[config.mk]
export PLATFORM = sky130hd
export DESIGN_NAME = fmul_issue_ctrl
export DESIGN_NICKNAME = d
export VERILOG_FILES = /design/src/rtl/fmul_issue_ctrl.sv
export SDC_FILE = /design/constraint.sdc
export NUM_CORES = 1
export LEC_CHECK = 0
export BUFFER_PORTS_ARGS = -buffer_cell sky130_fd_sc_hd__buf_2
export CELL_PAD_IN_SITES_DETAIL_PLACEMENT = 0
export CELL_PAD_IN_SITES_GLOBAL_PLACEMENT = 2
export CORE_MARGIN = 3
export CORE_UTILIZATION = 43
export DETAILED_ROUTE_END_ITERATION = 10
export GPL_ROUTABILITY_DRIVEN = 0
export PLACE_DENSITY_LB_ADDON = 0.1
export SYNTH_ARGS = -nofsm -noshare
export SYNTH_HDL_FRONTEND = slang
export SYNTH_SLANG_ARGS = --single-unit
[constraint.sdc]
create_clock -name clk -period 8.1 [get_ports clk]
set_clock_uncertainty 0.2 [all_clocks]
set_input_delay 1.62 -clock clk [delete_from_list [all_inputs] [get_ports clk]]
set_output_delay 1.62 -clock clk [all_outputs]
set_load 0.01 [all_outputs]
[src/rtl/fmul_issue_ctrl.sv]
// Operand queue and single-op sequencer for the fp16/fp32 multiplier.
// Buffers operand pairs, issues one at a time, and holds the result until the consumer takes it.
module fmul_issue_ctrl #(
    parameter int DEPTH  = 4,
    parameter int SETTLE = 4
) (
    input  logic        clk,
    input  logic        rst_n,
    input  logic        s_valid,
    output logic        s_ready,
    input  logic        s_type,
    input  logic [31:0] s_a,
    input  logic [31:0] s_b,
    output logic        m_valid,
    output logic        m_data_type,
    output logic [31:0] m_in1_32,
    output logic [31:0] m_in2_32,
    output logic [15:0] m_in1_16,
    output logic [15:0] m_in2_16,
    input  logic        m_ready,
    input  logic [31:0] m_out_32,
    input  logic [15:0] m_out_16,
    input  logic        m_overflow,
    input  logic        m_error,
    output logic        r_valid,
    input  logic        r_ready,
    output logic        r_type,
    output logic [31:0] r_data,
    output logic [1:0]  r_flags,
    output logic        busy
);
    localparam int AW = $clog2(DEPTH);
    localparam int CW = $clog2(SETTLE + 1);
    localparam logic [AW:0]   PTR_ONE  = (AW + 1)'(1);
    localparam logic [CW-1:0] CNT_ONE  = CW'(1);
    localparam logic [CW-1:0] CNT_LAST = CW'(SETTLE - 1);

    typedef enum logic [2:0] {
        S_IDLE,
        S_ISSUE,
        S_WAIT,
        S_BUSY,
        S_CAPTURE
    } state_t;

    state_t        state;
    logic [CW-1:0] cnt;

    logic          fifo_type [DEPTH];
    logic [31:0]   fifo_a    [DEPTH];
    logic [31:0]   fifo_b    [DEPTH];
    logic [AW:0]   wr_ptr, rd_ptr, wr_ptr_nxt, rd_ptr_nxt;
    logic          empty, push, pop, full_nxt;
    logic          hd_type;
    logic [31:0]   hd_a, hd_b;

    assign empty      = (wr_ptr == rd_ptr);
    assign push       = s_valid && s_ready;
    // The head entry leaves the FIFO on the same edge it is latched into the issue registers.
    assign pop        = (state == S_IDLE) && !empty && m_ready && !r_valid;
    assign wr_ptr_nxt = push ? wr_ptr + PTR_ONE : wr_ptr;
    assign rd_ptr_nxt = pop  ? rd_ptr + PTR_ONE : rd_ptr;
    assign full_nxt   = (wr_ptr_nxt[AW] != rd_ptr_nxt[AW]) &&
                        (wr_ptr_nxt[AW-1:0] == rd_ptr_nxt[AW-1:0]);

    assign hd_type = fifo_type[rd_ptr[AW-1:0]];
    assign hd_a    = fifo_a[rd_ptr[AW-1:0]];
    assign hd_b    = fifo_b[rd_ptr[AW-1:0]];

    assign busy = (state != S_IDLE) || !empty;

    always_ff @(posedge clk) begin
        if (push) begin
            fifo_type[wr_ptr[AW-1:0]] <= s_type;
            fifo_a[wr_ptr[AW-1:0]]    <= s_a;
            fifo_b[wr_ptr[AW-1:0]]    <= s_b;
        end
    end

    always_ff @(posedge clk or negedge rst_n) begin
        if (!rst_n) begin
            wr_ptr  <= '0;
            rd_ptr  <= '0;
            s_ready <= 1'b1;
        end else begin
            wr_ptr  <= wr_ptr_nxt;
            rd_ptr  <= rd_ptr_nxt;
            s_ready <= !full_nxt;
        end
    end

    always_ff @(posedge clk or negedge rst_n) begin
        if (!rst_n) begin
            state       <= S_IDLE;
            cnt         <= '0;
            m_valid     <= 1'b0;
            m_data_type <= 1'b0;
            m_in1_32    <= '0;
            m_in2_32    <= '0;
            m_in1_16    <= '0;
            m_in2_16    <= '0;
            r_valid     <= 1'b0;
            r_type      <= 1'b0;
            r_data      <= '0;
            r_flags     <= '0;
        end else begin
            m_valid <= 1'b0;
            if (r_valid && r_ready) begin
                r_valid <= 1'b0;
            end
            unique case (state)
                S_IDLE: begin
                    if (pop) begin
                        state       <= S_ISSUE;
                        m_valid     <= 1'b1;
                        m_data_type <= hd_type;
                        m_in1_32    <= hd_type ? hd_a : '0;
                        m_in2_32    <= hd_type ? hd_b : '0;
                        m_in1_16    <= hd_type ? '0 : hd_a[15:0];
                        m_in2_16    <= hd_type ? '0 : hd_b[15:0];
                    end
                end
                S_ISSUE: begin
                    cnt   <= '0;
                    state <= S_WAIT;
                end
                S_WAIT: begin
                    if (!m_ready) begin
                        state <= S_BUSY;
                    end else if (cnt == CNT_LAST) begin
                        state <= S_CAPTURE;
                    end else begin
                        cnt <= cnt + CNT_ONE;
                    end
                end
                S_BUSY: begin
                    if (m_ready) begin
                        state <= S_CAPTURE;
                    end
                end
                S_CAPTURE: begin
                    r_valid <= 1'b1;
                    r_type  <= m_data_type;
                    r_data  <= m_data_type ? m_out_32 : {16'h0000, m_out_16};
                    r_flags <= {m_error, m_overflow};
                    state   <= S_IDLE;
                end
                default: state <= S_IDLE;
            endcase
        end
    end
endmodule

* Word level (Yosys, flattened, before mapping)
Memories as Yosys holds them, arrays and structs flattened. Cells that the tools add are included.
Word-level totals: word-level logic and storage cells 72, memories 3, register bits after elaboration 147, bits in writable memories 260, output and inout port bits 136, input bits 120
Memories:
- fifo_a | depth 4, width 32, rd ports 1, clocked after Yosys merged registers in 0, wr ports 1, line 50 | logic [31:0] fifo_a [DEPTH];
- fifo_b | depth 4, width 32, rd ports 1, clocked after Yosys merged registers in 0, wr ports 1, line 51 | logic [31:0] fifo_b [DEPTH];
- fifo_type | depth 4, width 1, rd ports 1, clocked after Yosys merged registers in 0, wr ports 1, line 49 | logic fifo_type [DEPTH];
Cells by class: mux-type cells 21, reductions and logical operators 17, $add $sub $neg 3, equality and inequality tests 13
Operators by type and width (count):
- $mux 32 | 3
- $mux 16 | 2
- $mux 3 | 8
- $pmux 3 s4 | 1
- $add 3x1->3 const B | 3
- $eq 3x2->1 const B | 3
- $ne 2x2->1 const B | 4
- $logic_and 1x1->1 | 6
- $mux 1 | 6
- $pmux 3 s2 | 1
- $reduce_and 3->1 | 2
- $reduce_bool 2->1 | 2
- $eq 3x1->1 const B | 1
- $eq 3x3->1 | 1
- $eq 3x3->1 const B | 1
- $logic_not 1->1 | 3
- $logic_not 3->1 | 1
- $ne 3x3->1 const B | 1
- $reduce_bool 3->1 | 1
- $eq 2x2->1 | 1
- $reduce_and 2->1 | 1
- $logic_or 1x1->1 | 1
- $ne 1x1->1 | 1

* Depth between registers and ports, before layout
depth after elaboration 9, mapped depth 9, mapped depth without buffers 7

* Worst setup path after synthesis
OpenSTA, ideal clock, no wires.
path type input port to flip-flop, from input port s_valid, to register s_ready, stages 5, data required time 7811 ps, path slack 3658 ps, buffers on the path 1, arrival 4153 ps, setup time 89 ps, cell sequence and3_1 clkbuf_1 xnor2_1 xnor2_1 nand4_1
On the way: word-level cells in the longest chain between the ends 5, elaborated cells on any way between the ends 6, classes of those cells 2 x eq/ne; 1 x mux; 3 x reduce/logical
RTL lines:
- start: declaration | line 9 | input logic s_valid,
- $logic_and 1x1->1 (*) | line 58 | assign push = s_valid && s_ready;
- $mux 3 (*) | line 61 | assign wr_ptr_nxt = push ? wr_ptr + PTR_ONE : wr_ptr;
- $eq 2x2->1 / $ne 1x1->1 (equally long branches) | line 64, 63
- $logic_and 1x1->1 (*) | line 63 | assign full_nxt = (wr_ptr_nxt[AW] != rd_ptr_nxt[AW]) &&
- $logic_not 1->1 (*) | line 88 | s_ready <= !full_nxt;
- end signal: assignment | line 88
- end: declaration | line 10 | output logic s_ready,
Every way passes the cells marked *; elsewhere a longest branch is shown, timed or not. A chain may end at the register's enable or synchronous reset.

* Final worst setup path
from register rd_ptr[0], to output port busy
On the way: word-level cells in the longest chain between the ends 3
RTL lines:
- start: declaration | line 52 | logic [AW:0] wr_ptr, rd_ptr, wr_ptr_nxt, rd_ptr_nxt;
- start signal: assignment | line 87 | rd_ptr <= rd_ptr_nxt;
- $eq 3x3->1 | line 57 | assign empty = (wr_ptr == rd_ptr);
- $logic_not 1->1 | line 70 | assign busy = (state != S_IDLE) || !empty;
- $logic_or 1x1->1 | line 70
- end: declaration | line 30 | output logic busy
No other way between the ends.

==> run_results.csv <==
group,metric,value,unit
status,status,"finished clean",
clocking,post_cts_buffers,0,
clocking,htree_num_levels,2,
worst_setup_path,cp-start-kind,"register",
power_and_ir_drop,power.leakage,7.84,nW
route,routed_wl,35100,um
min_path,hold_class,"reg -> reg",
clocking,path_clk_slew,0.06,ns
timing,holdWs,0.258,ns
worst_setup_path,max_stage_delay,0.83,ns
timing,max_freq,0.238,GHz
run,cap_violations,0,
worst_setup_path,r2r.worst_path.cells,7,
worst_setup_path,slowest_stage,"dfrtp_4",
worst_setup_path,worstSetupStartpoint,"rd_ptr[0]",
route,num_vias,8770,
clocking,cts_resized,0,
floorplan,dieArea,0.0385,mm^2
worst_setup_path,rrSetupSlack,4.77,ns
route,firstDrtPassIters,4,
power_and_ir_drop,p_total,7.03,mW
synth,syn-instance-count,989,
cells_and_area,area_delta_synth_final,19.6,%
placement,hpwl,20100,um
placement,io_buffer_count,255,
floorplan,row_count,69,
timing,rsz0062_at_grt,"false",
global_route,grt_use_total,18.4,%
power_and_ir_drop,power_density,378,mW/mm^2
synth,ys_warn_count,0,
global_route,grt_max_degree,91,
global_route,grt_pass1_vias,9181,
route,post_drt_wl_per_cell,20.2,um
timing,setup_viol,0,
worst_setup_path,cp.required,6.28,ns
worst_setup_path,worstSetupEndpoint,"busy",
synth,syn-num-nets,1116,
floorplan,die_w,196,um
clocking,cts-root-buf,"clkbuf_16",
synth,yosys_register_bits,407,
floorplan,coreArea,0.0357,mm^2
global_route,antenna_found_initial,5,
floorplan,start_util,43.6,%
worst_setup_path,worstPathMaxFanout,28,
timing,finalMaxSlewViolations,0,
timing,final.setup.tns,0,ns
cells_and_area,drive_gt1_share,32.2,%
clocking,cts_sinks,407,
floorplan,io_pins,256,
worst_setup_path,path_class,"reg -> out",
worst_setup_path,worstSetupEndpointType,"primary output",
cells_and_area,fin_nets,1366,
clocking,clk_latency,0.54,ns
cells_and_area,final.fill_count,3067,
route,viasPerCell,5.05,
route,drtIter0Drc,405,
cells_and_area,final_common_cell,"edfxtp_1",
worst_setup_path,crit_chain,"xnor2_1 -> nand3_1 -> or4_1 -> buf_2",
worst_setup_path,worstReg2RegEnd,"s_ready",
global_route,grt_overflow_total,0,
clocking,cts_tree,"yes",
timing,worst_pin_slew,1.13,ns
timing,post-route-min-period,4.20,ns
clocking,ctsHoldBuffers,0,
floorplan,die_y,196,um
worst_setup_path,r2r-start,"rd_ptr[0]",
worst_setup_path,crit_arrival,2.38,ns
timing,slew_headroom,24.5,%
synth,synth_cell_type_count,35,
cells_and_area,layout_common_cells,"260 x edfxtp_1, 254 x buf_2, 249 x nand2_1",
route,drc,0,
route,final_antenna_net_count,0,
global_route,grt_pass1_wl,54600,um
synth,avgSynthCellArea,15.7,um^2
clocking,cts_buffers,44,
timing,period_share,51.9,%
power_and_ir_drop,vdd_drop_max,0.216,mV
synth,synth_seq_area_share,73.8,%
timing,hold_viol_final,0,
synth,syn_area,0.0156,mm^2
clocking,cts_buffer_depth,3,
[state kept, by name, indices dropped and copies added, names as in the netlist, 2 cells and up]
signal	count
fifo_a	128
fifo_type	4
r_data	32
state	3
cnt	3
wr_ptr	3
m_in1_16	16
m_in2_32	32
rd_ptr	3
r_flags	2
m_in2_16	16
m_in1_32	32
fifo_b	128
[how the worst min path moves through the flow]
stage	from	to	slack (ns)	cells past startpoint
3_5_place_dp	m_in1_32[13]	m_in1_32[13]	0.25	2
5_1_grt	m_in2_32[12]	m_in2_32[12]	0.28	2
3_3_place_gp	m_in1_32[9]	m_in1_32[9]	0.25	2
4_1_cts	m_in1_32[13]	m_in1_32[13]	0.26	2
6_report	m_in1_32[13]	m_in1_32[13]	0.26	2
2_1_floorplan	wr_ptr[2]	wr_ptr[2]	0.26	1
[per-layer routing]
metal  part of all wire [%]  GRT usage [%]  up-vias
li1                       -              -     4118
met1                     46           25.6     4383
met2                     47           29.9      209
met3                    5.3           4.07       54
met4                    1.5           4.62        6
met5                  0.080              0        -
[where the power goes]
group | switching, mW | internal (mW) | total [mW] | leakage, nW
combinational | 1.19 | 0.794 | 1.99 | 2.87
clock | 0.793 | 1.20 | 1.99 | 0.709
sequential | 0.274 | 2.79 | 3.06 | 4.26
total | 2.26 | 4.78 | 7.03 | 7.84
[logic make-up after synthesis]
| group | after synthesis | synth area share (%) |
|---|---|---|
| AOI/OAI and AO/OA | 43 | 1.54 |
| xor gates and xnor gates | 10 | 0.700 |
| adders and majority gates | 7 | 0.563 |
| buffers and inverters | 66 | 2.53 |
| DFF | 407 | 73.8 |
| muxes | 89 | 11.0 |
| and+or+nand+nor | 367 | 9.86 |
[cell usage after synthesis]
library cell / number / area (um^2)
edfxtp_1: 260 / 7810
nand2_1: 250 / 938
dfrtp_1: 146 / 3650
nand3_1: 98 / 490
mux4_2: 64 / 1440
o21ai_0: 34 / 170
buf_2: 33 / 165
mux2i_1: 19 / 190
buf_6: 11 / 124
clkbuf_1: 9 / 33.8
ha_1: 7 / 87.6
nor2_1: 7 / 26.3
xnor2_1: 7 / 61.3
buf_4: 6 / 45.0
a22o_1: 5 / 43.8
and3_1: 5 / 31.3
inv_1: 5 / 18.8
mux2_2: 4 / 45.0
a21oi_1: 2 / 10.0
mux2_4: 2 / 30.0
and3b_1: 1 / 8.76
buf_1: 1 / 3.75
dfstp_2: 1 / 26.3
inv_2: 1 / 3.75
nand2_2: 1 / 6.26
nand2b_1: 1 / 6.26
nand4_1: 1 / 6.26
nor2b_1: 1 / 6.26
o21a_1: 1 / 7.51
o21ai_2: 1 / 8.76
or2_2: 1 / 6.26
or4_1: 1 / 7.51
xnor2_2: 1 / 16.3
xnor3_1: 1 / 22.5
xor2_1: 1 / 8.76
[final cells by class]
type | count | area [um^2] | share of cell area (%)
Sequential cell | 407 | 11500 | 61.7
Multi-Input combinational cell | 516 | 3720 | 20.0
Timing Repair Buffer | 264 | 1350 | 7.25
Clock buffer | 62 | 1240 | 6.67
Tap cell | 461 | 577 | 3.10
Clock inverter | 20 | 203 | 1.09
Inverter | 6 | 25.0 | 0.134
Antenna cell | 2 | 5.00 | 0.0269
[through the flow]
step           util (%)  instance area (um^2)  setup slack, ns  std cells
2_1_floorplan         -                 15600             3.66        989
6_report           52.2                 18600             3.90       1738
3_5_place_dp       48.1                 17200             4.03       1654
3_3_place_gp       48.1                 17200             4.05       1654
5_1_grt            52.2                 18600             3.69       1738
4_1_cts            52.2                 18600             3.82       1736
[worst max-delay path, delay by kind of cell (launching register included)]
family	cells	cell delay, ns
flip-flops	1	0.83
AND/OR/NAND/NOR	2	0.66
XOR/XNOR	1	0.18
buffers and inverters	1	0.16
Note: power is estimated with default switching activity, not from simulation.
